### src/rtl/alu_pkg.sv
// ============================================================================
// Module      : alu_pkg
// Description : Shared types and constants for the chunk-serial ALU adder.
// Revision    : 1.0 - initial release
// ============================================================================
`default_nettype none

package alu_pkg;

    typedef enum logic [1:0] {
        IDLE = 2'd0,
        RUN  = 2'd1,
        DONE = 2'd2
    } state_t;

    localparam int c_DEFAULT_WIDTH = 32;
    localparam int c_DEFAULT_CHUNK = 4;

    function automatic int nchunk(input int width, input int chunk);
        return width / chunk;
    endfunction

    // Counter width for the chunk index; a single-chunk build still needs one bit.
    function automatic int idx_width(input int n);
        return (n > 1) ? $clog2(n) : 1;
    endfunction

endpackage

`default_nettype wire

### src/rtl/multicycle_adder_if.sv
// ============================================================================
// Module      : multicycle_adder_if
// Description : Start/done handshake and operand/result bus of the adder.
// Revision    : 1.0 - initial release
// ============================================================================
`default_nettype none

interface multicycle_adder_if
    import alu_pkg::*;
#(
    parameter int WIDTH = c_DEFAULT_WIDTH
) ();

    logic             start;
    logic             sub;
    logic             cin;
    logic [WIDTH-1:0] A;
    logic [WIDTH-1:0] B;
    logic             ready;
    logic             busy;
    logic             done;
    logic [WIDTH-1:0] result;
    logic             c_out;
    logic             overflow;
    logic             zero;

    modport master (
        output start, sub, cin, A, B,
        input  ready, busy, done, result, c_out, overflow, zero
    );

    modport slave (
        input  start, sub, cin, A, B,
        output ready, busy, done, result, c_out, overflow, zero
    );

endinterface

`default_nettype wire

### src/rtl/rca_chunk.sv
// ============================================================================
// Module      : rca_chunk
// Description : Combinational N-bit ripple-carry adder slice.
// Revision    : 1.0 - initial release
// ============================================================================
`default_nettype none

module rca_chunk #(
    parameter int N = 4
) (
    input  logic [N-1:0] a,
    input  logic [N-1:0] b,
    input  logic         ci,
    output logic [N-1:0] s,
    output logic         co,
    output logic         c_msb
);

    always_comb begin
        logic w_c;
        w_c   = ci;
        s     = '0;
        c_msb = ci;
        for (int i = 0; i < N; i++) begin
            // c_msb is the carry arriving at the top bit, needed for signed overflow
            if (i == N - 1) begin
                c_msb = w_c;
            end
            s[i] = a[i] ^ b[i] ^ w_c;
            w_c  = (a[i] & b[i]) | (w_c & (a[i] ^ b[i]));
        end
        co = w_c;
    end

endmodule

`default_nettype wire

### src/rtl/multicycle_adder.sv
// ============================================================================
// Module      : multicycle_adder
// Description : Chunk-serial adder/subtractor, CHUNK bits per clock.
// Revision    : 1.0 - initial release
// ============================================================================
`default_nettype none

module multicycle_adder
    import alu_pkg::*;
#(
    parameter int WIDTH = c_DEFAULT_WIDTH,
    parameter int CHUNK = c_DEFAULT_CHUNK
) (
    input  logic               clk,
    input  logic               rst_n,
    multicycle_adder_if.slave  bus
);

    localparam int                 c_NCHUNK   = nchunk(WIDTH, CHUNK);
    localparam int                 c_IDX_W    = idx_width(c_NCHUNK);
    localparam logic [c_IDX_W-1:0] c_LAST_IDX = c_IDX_W'(c_NCHUNK - 1);

    state_t             r_state;
    state_t             w_state_next;
    logic [c_IDX_W-1:0] r_idx;
    logic [WIDTH-1:0]   r_a;
    logic [WIDTH-1:0]   r_b;
    logic [WIDTH-1:0]   r_acc;
    logic [WIDTH-1:0]   r_result;
    logic               r_carry;
    logic               r_c_out;
    logic               r_overflow;
    logic               r_zero;

    logic [CHUNK-1:0]   w_a_chunk;
    logic [CHUNK-1:0]   w_b_chunk;
    logic [CHUNK-1:0]   w_sum;
    logic [WIDTH-1:0]   w_acc_next;
    logic               w_co;
    logic               w_c_msb;
    logic               w_ready;
    logic               w_busy;
    logic               w_done;
    logic               w_accept;
    logic               w_last;

    assign w_accept = w_ready & bus.start;
    assign w_last   = (r_idx == c_LAST_IDX);

    always_ff @(posedge clk or negedge rst_n) begin
        if (!rst_n) begin
            r_state <= IDLE;
        end else begin
            r_state <= w_state_next;
        end
    end

    always_comb begin
        w_state_next = r_state;
        w_ready      = 1'b0;
        w_busy       = 1'b0;
        w_done       = 1'b0;
        case (r_state)
            IDLE: begin
                w_ready = 1'b1;
                if (bus.start) begin
                    w_state_next = RUN;
                end
            end
            RUN: begin
                w_busy = 1'b1;
                if (w_last) begin
                    w_state_next = DONE;
                end
            end
            DONE: begin
                w_ready      = 1'b1;
                w_done       = 1'b1;
                w_state_next = bus.start ? RUN : IDLE;
            end
            default: begin
                w_state_next = IDLE;
            end
        endcase
    end

    always_comb begin
        w_a_chunk = '0;
        w_b_chunk = '0;
        for (int k = 0; k < c_NCHUNK; k++) begin
            if (r_idx == c_IDX_W'(k)) begin
                w_a_chunk = r_a[k*CHUNK +: CHUNK];
                w_b_chunk = r_b[k*CHUNK +: CHUNK];
            end
        end
    end

    rca_chunk #(
        .N (CHUNK)
    ) u_rca (
        .a     (w_a_chunk),
        .b     (w_b_chunk),
        .ci    (r_carry),
        .s     (w_sum),
        .co    (w_co),
        .c_msb (w_c_msb)
    );

    // Full word as it will look after this chunk lands; zero is judged on this.
    always_comb begin
        w_acc_next = r_acc;
        for (int k = 0; k < c_NCHUNK; k++) begin
            if (r_idx == c_IDX_W'(k)) begin
                w_acc_next[k*CHUNK +: CHUNK] = w_sum;
            end
        end
    end

    always_ff @(posedge clk or negedge rst_n) begin
        if (!rst_n) begin
            r_idx      <= '0;
            r_a        <= '0;
            r_b        <= '0;
            r_acc      <= '0;
            r_carry    <= 1'b0;
            r_result   <= '0;
            r_c_out    <= 1'b0;
            r_overflow <= 1'b0;
            r_zero     <= 1'b0;
        end else if (w_accept) begin
            // Subtraction becomes A + ~B + ~cin, so the datapath only ever adds.
            r_idx   <= '0;
            r_a     <= bus.A;
            r_b     <= bus.sub ? ~bus.B : bus.B;
            r_carry <= bus.cin ^ bus.sub;
        end else if (r_state == RUN) begin
            r_acc   <= w_acc_next;
            r_carry <= w_co;
            r_idx   <= r_idx + c_IDX_W'(1);
            if (w_last) begin
                r_result   <= w_acc_next;
                r_c_out    <= w_co;
                r_overflow <= w_co ^ w_c_msb;
                r_zero     <= (w_acc_next == '0);
            end
        end
    end

    assign bus.ready    = w_ready;
    assign bus.busy     = w_busy;
    assign bus.done     = w_done;
    assign bus.result   = r_result;
    assign bus.c_out    = r_c_out;
    assign bus.overflow = r_overflow;
    assign bus.zero     = r_zero;

endmodule

`default_nettype wire

### src/flat_wrapper.sv
// flat-port wrapper written by rule: the top's interface ports become plain ports
module multicycle_adder_flat import alu_pkg::*;
#(
    parameter int WIDTH = c_DEFAULT_WIDTH,
    parameter int CHUNK = c_DEFAULT_CHUNK
)
  (clk, rst_n, bus_start, bus_sub, bus_cin, bus_A, bus_B, bus_ready, bus_busy, bus_done, bus_result, bus_c_out, bus_overflow, bus_zero);
  multicycle_adder_if #(.WIDTH(WIDTH)) bus_i ();
  input  logic clk;
  input  logic rst_n;
  input wire logic [$bits(bus_i.start)-1:0] bus_start;
  input wire logic [$bits(bus_i.sub)-1:0] bus_sub;
  input wire logic [$bits(bus_i.cin)-1:0] bus_cin;
  input wire logic [$bits(bus_i.A)-1:0] bus_A;
  input wire logic [$bits(bus_i.B)-1:0] bus_B;
  output wire logic [$bits(bus_i.ready)-1:0] bus_ready;
  output wire logic [$bits(bus_i.busy)-1:0] bus_busy;
  output wire logic [$bits(bus_i.done)-1:0] bus_done;
  output wire logic [$bits(bus_i.result)-1:0] bus_result;
  output wire logic [$bits(bus_i.c_out)-1:0] bus_c_out;
  output wire logic [$bits(bus_i.overflow)-1:0] bus_overflow;
  output wire logic [$bits(bus_i.zero)-1:0] bus_zero;
  assign bus_i.start = bus_start;
  assign bus_i.sub = bus_sub;
  assign bus_i.cin = bus_cin;
  assign bus_i.A = bus_A;
  assign bus_i.B = bus_B;
  assign bus_ready = bus_i.ready;
  assign bus_busy = bus_i.busy;
  assign bus_done = bus_i.done;
  assign bus_result = bus_i.result;
  assign bus_c_out = bus_i.c_out;
  assign bus_overflow = bus_i.overflow;
  assign bus_zero = bus_i.zero;
  multicycle_adder #(.WIDTH(WIDTH), .CHUNK(CHUNK)) u_core (.clk(clk), .rst_n(rst_n), .bus(bus_i));
endmodule
### config.mk
export PLATFORM = sky130hd
export DESIGN_NAME = multicycle_adder_flat
export DESIGN_NICKNAME = d
export VERILOG_FILES = /design/src/rtl/alu_pkg.sv /design/src/rtl/multicycle_adder_if.sv /design/src/rtl/rca_chunk.sv /design/src/rtl/multicycle_adder.sv /design/src/flat_wrapper.sv
export SDC_FILE = /design/constraint.sdc
export NUM_CORES = 1
export LEC_CHECK = 0
export ABC_AREA = 1
export CAP_MARGIN = 20
export CORE_MARGIN = 2
export CORE_UTILIZATION = 54
export CTS_CLUSTER_DIAMETER = 30
export DETAILED_ROUTE_END_ITERATION = 10
export PLACE_DENSITY = 0.86
export SLEW_MARGIN = 20
export SYNTH_ARGS = -nofsm -noshare
export SYNTH_HDL_FRONTEND = slang
export SYNTH_HIERARCHICAL = 1
export SYNTH_SLANG_ARGS = --single-unit
### constraint.sdc
create_clock -name clk -period 4.4 [get_ports clk]
set_input_delay 0.66 -clock clk [delete_from_list [all_inputs] [get_ports clk]]
set_output_delay 0.66 -clock clk [all_outputs]
set_load 0.01 [all_outputs]
* Word-level counts from Yosys, hierarchy flattened
Cells that the tools add are included.
Storage, ports and cells: register bits after elaboration 137, bits in latches 0, RAM bits 0, memory bits (read-only) 0, bits of input ports 69, output and inout bits 38, logic and storage cells 91, memories 0
Operators by class: add/sub/neg operators 1, $mul 0, div/mod/pow operators 0, order comparisons 0, eq/ne operators 11, shifts and indexed selects 0, mux-type cells 36, bitwise logic cells 25, reduce and logical (&&, ||, !) cells 8
Operator list (count):
- two-way mux 4 bit | 24
- zero test 32 bit | 1
- two-way mux 32 bit | 1
- inverter 32 bit | 1
- equality test 3 bit (second input constant) | 4
- bitwise XOR 1 bit | 10
- AND 1 bit | 9
- equality test 3 x 2 -> 1 bit (second input constant) | 2
- two-way mux 1 bit | 6
- two-way mux 3 bit | 2
- case mux 2 bit (3 select lines) | 1
- two-way mux 2 bit | 2
- bitwise OR 1 bit | 4
- AND reduction 2 bit | 2
- adder 3 x 1 -> 3 bit (second input constant) | 1
- equality test 3 x 1 -> 1 bit (second input constant) | 1
- zero test 3 bit | 1
- AND reduction 3 bit | 1
- equality test 2 x 1 -> 1 bit (second input constant) | 1
- equality test 2 bit (second input constant) | 1
- zero test 2 bit | 1
- != test 2 x 1 -> 1 bit (second input constant) | 1
- != test 2 bit (second input constant) | 1
- nonzero test 2 bit | 1
- other kinds (2) | 2

* Depth between registers and ports, before layout
depth in word-level cells 20, depth in mapped cells 28, mapped depth without buffers 27

* Modules after synthesis
The synthesis kept the hierarchy.
Modules (own cells, without submodules):
- multicycle_adder | instances 1, cells each 845, area an instance 6545.0 µm², seq. area each 3403.3 µm²
- rca_chunk | instances 1, cells each 12, area an instance 110.1 µm², seq. area each 0.0 µm²

* Worst setup path before layout
OpenSTA, ideal clock, no wires.
path kind register -> register, start point register u_core.r_idx[2], end point register u_core.r_zero, in the netlist u_core/bus.zero, library setup time 0.065 ns, data arrival time 3.828 ns, data required time 4.335 ns, slack 0.507 ns, stages on the path, launching flop included 29, buffers on the path 3, period minus slack after synthesis 3.893 ns, cells stage by stage dfrtp_1 inv_2 clkbuf_1 ha_1 clkbuf_2 buf_2 nand2_1 nand2_1 inv_1 nand2_1 nand2_1 nand2_1 nand2_1 nand2_1 fa_1 inv_1 fa_1 fa_1 inv_1 fa_1 inv_1 nor2_1 a21oi_1 nand2_1 nor2_1 nand2_1 nor2_1 nand2_1 nand2_1
On the way: cells in the longest elaborated chain, start to end 19, elaborated cells between the ends (all ways) 51, those cells by class 7 x eq/ne; 24 x mux; 17 x bitwise; 3 x reduce/logical
RTL lines:
- start: declaration | RTL line multicycle_adder.sv:25 | logic [c_IDX_W-1:0] r_idx;
- start signal: assignment | RTL line multicycle_adder.sv:139 | r_idx <= r_idx + c_IDX_W'(1);
- zero test 3 bit | RTL line multicycle_adder.sv:91 | if (r_idx == c_IDX_W'(k)) begin
- two-way mux 4 bit (7 in series) | RTL line multicycle_adder.sv:91
- two-way mux 4 bit * | RTL line multicycle_adder.sv:91
- net u_core.w_a_chunk[0] | RTL line multicycle_adder.sv:35 | logic [CHUNK-1:0] w_a_chunk;
- bitwise XOR 1 bit | RTL line rca_chunk.sv:30 | w_c = (a[i] & b[i]) | (w_c & (a[i] ^ b[i]));
- AND 1 bit | RTL line rca_chunk.sv:30
- bitwise OR 1 bit * | RTL line rca_chunk.sv:30
- AND 1 bit * | RTL line rca_chunk.sv:30
- bitwise OR 1 bit * | RTL line rca_chunk.sv:30
- AND 1 bit * | RTL line rca_chunk.sv:30
- bitwise OR 1 bit * | RTL line rca_chunk.sv:30
- net u_core.w_c_msb | RTL line multicycle_adder.sv:40 | logic w_c_msb;
- bitwise XOR 1 bit * | RTL line rca_chunk.sv:29 | s[i] = a[i] ^ b[i] ^ w_c;
- net u_core.w_sum[3] | RTL line multicycle_adder.sv:37 | logic [CHUNK-1:0] w_sum;
- two-way mux 4 bit | RTL line multicycle_adder.sv:113 | if (r_idx == c_IDX_W'(k)) begin
- zero test 32 bit * | RTL line multicycle_adder.sv:144 | r_zero <= (w_acc_next == '0);
- end signal: assignment | RTL line multicycle_adder.sv:144
- end: declaration | RTL line multicycle_adder.sv:33 | logic r_zero;
The timed path passes the listed nets; every way through them passes the cells marked *. A chain may end at the register's enable or synchronous reset.

* Worst setup path after layout
start point register u_core.r_idx[1], end point register u_core.r_zero, in the netlist u_core/bus.zero
On the way: cells in the longest elaborated chain, start to end 19, elaborated cells between the ends (all ways) 51, those cells by class 7 x eq/ne; 24 x mux; 17 x bitwise; 3 x reduce/logical
RTL lines:
- zero test 3 bit | RTL line multicycle_adder.sv:91
- two-way mux 4 bit (7 in series) | RTL line multicycle_adder.sv:91
- two-way mux 4 bit * | RTL line multicycle_adder.sv:91
- net u_core.w_b_chunk[0] | RTL line multicycle_adder.sv:36 | logic [CHUNK-1:0] w_b_chunk;
- bitwise XOR 1 bit | RTL line rca_chunk.sv:30
- AND 1 bit | RTL line rca_chunk.sv:30
- bitwise OR 1 bit * | RTL line rca_chunk.sv:30
- AND 1 bit * | RTL line rca_chunk.sv:30
- bitwise OR 1 bit * | RTL line rca_chunk.sv:30
- AND 1 bit * | RTL line rca_chunk.sv:30
- bitwise OR 1 bit * | RTL line rca_chunk.sv:30
- net u_core.w_c_msb | RTL line multicycle_adder.sv:40
- bitwise XOR 1 bit * | RTL line rca_chunk.sv:29
- net u_core.w_sum[3] | RTL line multicycle_adder.sv:37
- two-way mux 4 bit | RTL line multicycle_adder.sv:113
- zero test 32 bit * | RTL line multicycle_adder.sv:144
Marks and branches as above.

==> metrics.yaml <==
status:
  status: "finished, final reports clean"
routing:
  wl_per_cell_um: 14.3
  drt_iter0_drc: 475
  vias: 5881
  vias_per_cell: 5.31
  drt_pass1_iterations: 6
  route.detailed.drc: 0
  final_antenna_net_count: 0
  postRouteWirelength_um: 15900
global_routing:
  grt-ovfl-total: 0
  grt_use_total: 0.252
  grt_pass1_vias: 5555
  antenna_found_initial: 0
  grt_pass1_wl_um: 26100
  grt_max_degree: 98
power:
  seq_power_share: 0.302
  swShare: 0.434
  power_switching_w: 0.00313
  power_density_nw_per_um2: 852
  comb_power_share: 0.487
  irDropWorstVdd_mv: 0.457
  p_leak_nw: 4.13
  intPower_w: 0.00408
  clkPwrFrac: 0.211
synthesis:
  yosys_register_bits: 136
  synth_area_um2: 6660
  yosys_warnings: 6
  synth.distinct_cells: 22
  synth_common_cells: "nand2_1, dfrtp_1, o21ai_0"
  avgSynthCellArea_um2: 7.77
  yosysSeqAreaShare: 0.511
  syn_inst: 857
  synth.area.top_cells: "dfrtp_1, nand2_1, o21ai_0, xnor2_1, inv_1"
  synth_area_leader_cell: "dfrtp_1"
  synth_top_flop_cell: "dfrtp_1"
  async_flop_share: 1.00
  synth_edf_count: 0
  yosysTopAreaCellShare: 0.511
  synth_nets: 936
  synth.most_common_cell: "nand2_1"
cts:
  cts_tree: "done"
  clock_path_buffers: 2
  clock_latency_ns: 0.41
  ctsHtreeMaxLevel: 4
  clk_pin_slew_ns: 0.06
  cts_root_buf: "clkbuf_16"
  clkSinkCount: 136
  postCtsHoldBufs: 0
  cts_buffers: 17
worst_setup_path:
  cpPeakStageDelay_ns: 0.50
  crit_type: "reg2reg"
  critPathSlowestCell: "fa_2"
  worstPathRequired_ns: 4.75
  critPathBufInv: 5
  crit_fanout: 7
  reg2reg_depth: 27
  reg2reg_from: "u_core/r_idx[1]"
  r2r-end: "u_core/bus.zero"
  path_depth: 27
  rrSetupSlack_ns: 0.30
  cp_common_cell: "nand2_1"
  path_delay_family: "adder cells"
  arrival_ns: 4.45
  critPathCaptureType: "flip-flop"
  startpoint_type: "flip-flop"
sta:
  drv_slew: 0
  slew_headroom: 0.369
  fin_crit_ns: 4.10
  fmax_ghz: 0.244
  worst_slew_pin_slew_ns: 0.940
  setup_violations: 0
  hold_viol: 0
  period_share: 0.932
  hold-worst-slack_ns: 0.288
  finClkSkew_ns: 0.00879
cells_and_area:
  final_nets: 1026
  diodes: 0
  area_growth_pct: 27.0
  final_core_util: 0.704
  layout-drive-gt1-share: 0.0729
  nFillCells: 908
place:
  dp_hpwl_um: 10600
  place_congestion: 0.824
  io_buffers: 106
floorplanning:
  die_height_um: 115
  num_rows: 40
  start_util: 0.554
  die_area_um2: 13200
  coreArea_um2: 12000
  num_io_pins: 107
  die_w_um: 115
flow_run:
  drv_cap: 0
worst_hold_path:
  hold_path_class: "in2async"
[cells in the final DEF (no fill, tap or decap), types with 2 or more instances in the layout]
| cell type | instances |
|---|---|
| clkinv_2 | 2 |
| inv_1 | 57 |
| a21oi_1 | 5 |
| clkinvlp_4 | 5 |
| bufinv_16 | 4 |
| buf_4 | 11 |
| dfrtp_1 | 135 |
| clkdlybuf4s50_1 | 104 |
| ha_1 | 3 |
| nor2_1 | 53 |
| ha_2 | 2 |
| nand2_2 | 4 |
| o21ai_0 | 119 |
| or2_2 | 7 |
| xnor2_1 | 33 |
| nand3_1 | 26 |
| inv_2 | 5 |
| fa_1 | 3 |
| clkbuf_8 | 3 |
| o21ai_1 | 4 |
| clkbuf_16 | 17 |
| nand2_1 | 344 |
[cell type report]
type	count	area, um^2	share of cell area
Inverter	65	250	0.0296
Tap cell	147	184	0.0218
Clock buffer	21	470	0.0557
Sequential cell	136	3400	0.403
Timing Repair Buffer	117	1140	0.135
Clock inverter	11	169	0.0200
Multi-Input combinational cell	610	2830	0.335
[state kept, by name (all words and copies together) (netlist names)]
name and cells:
u_core/bus.zero 1, u_core/bus.result 32, u_core/r_state 2, u_core/bus.overflow 1
u_core/r_a 32, u_core/r_carry 1, u_core/bus.c_out 1, u_core/r_b 32
u_core/r_idx 3, u_core/r_acc 31
[metrics by stage]
stage          setup WS, ns  cell area [um^2]  setup TNS [ns]  power (W)  instances
3_3_place_gp          0.326              7760               0    0.00530       1074
4_1_cts              0.0154              8400               0    0.00703       1106
2_1_floorplan         0.507              6660               0    0.00426        857
3_5_place_dp          0.123              7760               0    0.00545       1074
6_report              0.299              8450               0    0.00721       1107
5_1_grt             -0.0349              8450         -0.0349    0.00777       1107
[worst register-to-register path: stages, from the launching register on]
cell	delay, ns
dfrtp_1	0.40
inv_1	0.11
ha_1	0.21
inv_1	0.09
nor2_4	0.17
nand2_1	0.09
nand3_1	0.07
nand3_1	0.08
nand2_1	0.07
nand2_1	0.07
nand2_1	0.06
nand2_1	0.05
nand2_1	0.08
fa_1	0.17
inv_1	0.05
fa_1	0.39
fa_1	0.40
inv_1	0.12
fa_2	0.50
inv_2	0.11
nand2_1	0.06
o21ai_1	0.13
nand2_1	0.07
nor2_1	0.14
nand2_1	0.09
nor2_1	0.15
nand2_1	0.07
nand2_1	0.06
[what timing repair did]
action	CTS	global route
setup buffers	0	1
gates resized for setup	0	17
endpoints found under the hold margin	0	0
setup endpoints to repair	0	11
[logic make-up (layout without fill, tap and decap cells)]
group	Yosys count	in the layout	synth area share
simple gates	438	438	0.256
flops	136	136	0.511
compound gates	129	129	0.0972
buf+inv	111	214	0.0688
xor+xnor	33	33	0.0434
fa+ha+maj	10	10	0.0233
[power by group through the flow]
stage / clock network, W / registers [W] / logic, W
finish: 0.00152 / 0.00218 / 0.00351
global route: 0.00159 / 0.00223 / 0.00394
CTS: 0.00154 / 0.00216 / 0.00333
detailed placement: 0 / 0.00217 / 0.00328
global placement: 0 / 0.00215 / 0.00316
floorplan: 0 / 0.00213 / 0.00213
[worst max path at each step]
stage / start / endpoint
finish: u_core/r_idx[1] / u_core/bus.zero
global route: u_core/r_idx[1] / u_core/bus.zero
CTS: u_core/r_idx[2] / u_core/bus.zero
detailed placement: u_core/r_idx[2] / u_core/bus.zero
global placement: u_core/r_idx[2] / u_core/bus.zero
floorplan: u_core/r_idx[2] / u_core/bus.zero
[per-layer routing]
metal | track usage | up-vias | part of all wire
li1 | - | 2839 | -
met1 | 0.328 | 2757 | 0.42
met2 | 0.418 | 239 | 0.49
met3 | 0.0506 | 46 | 0.062
met4 | 0.102 | 0 | 0.029
met5 | 0 | - | 0
Note: power is estimated with default switching activity, not from simulation.
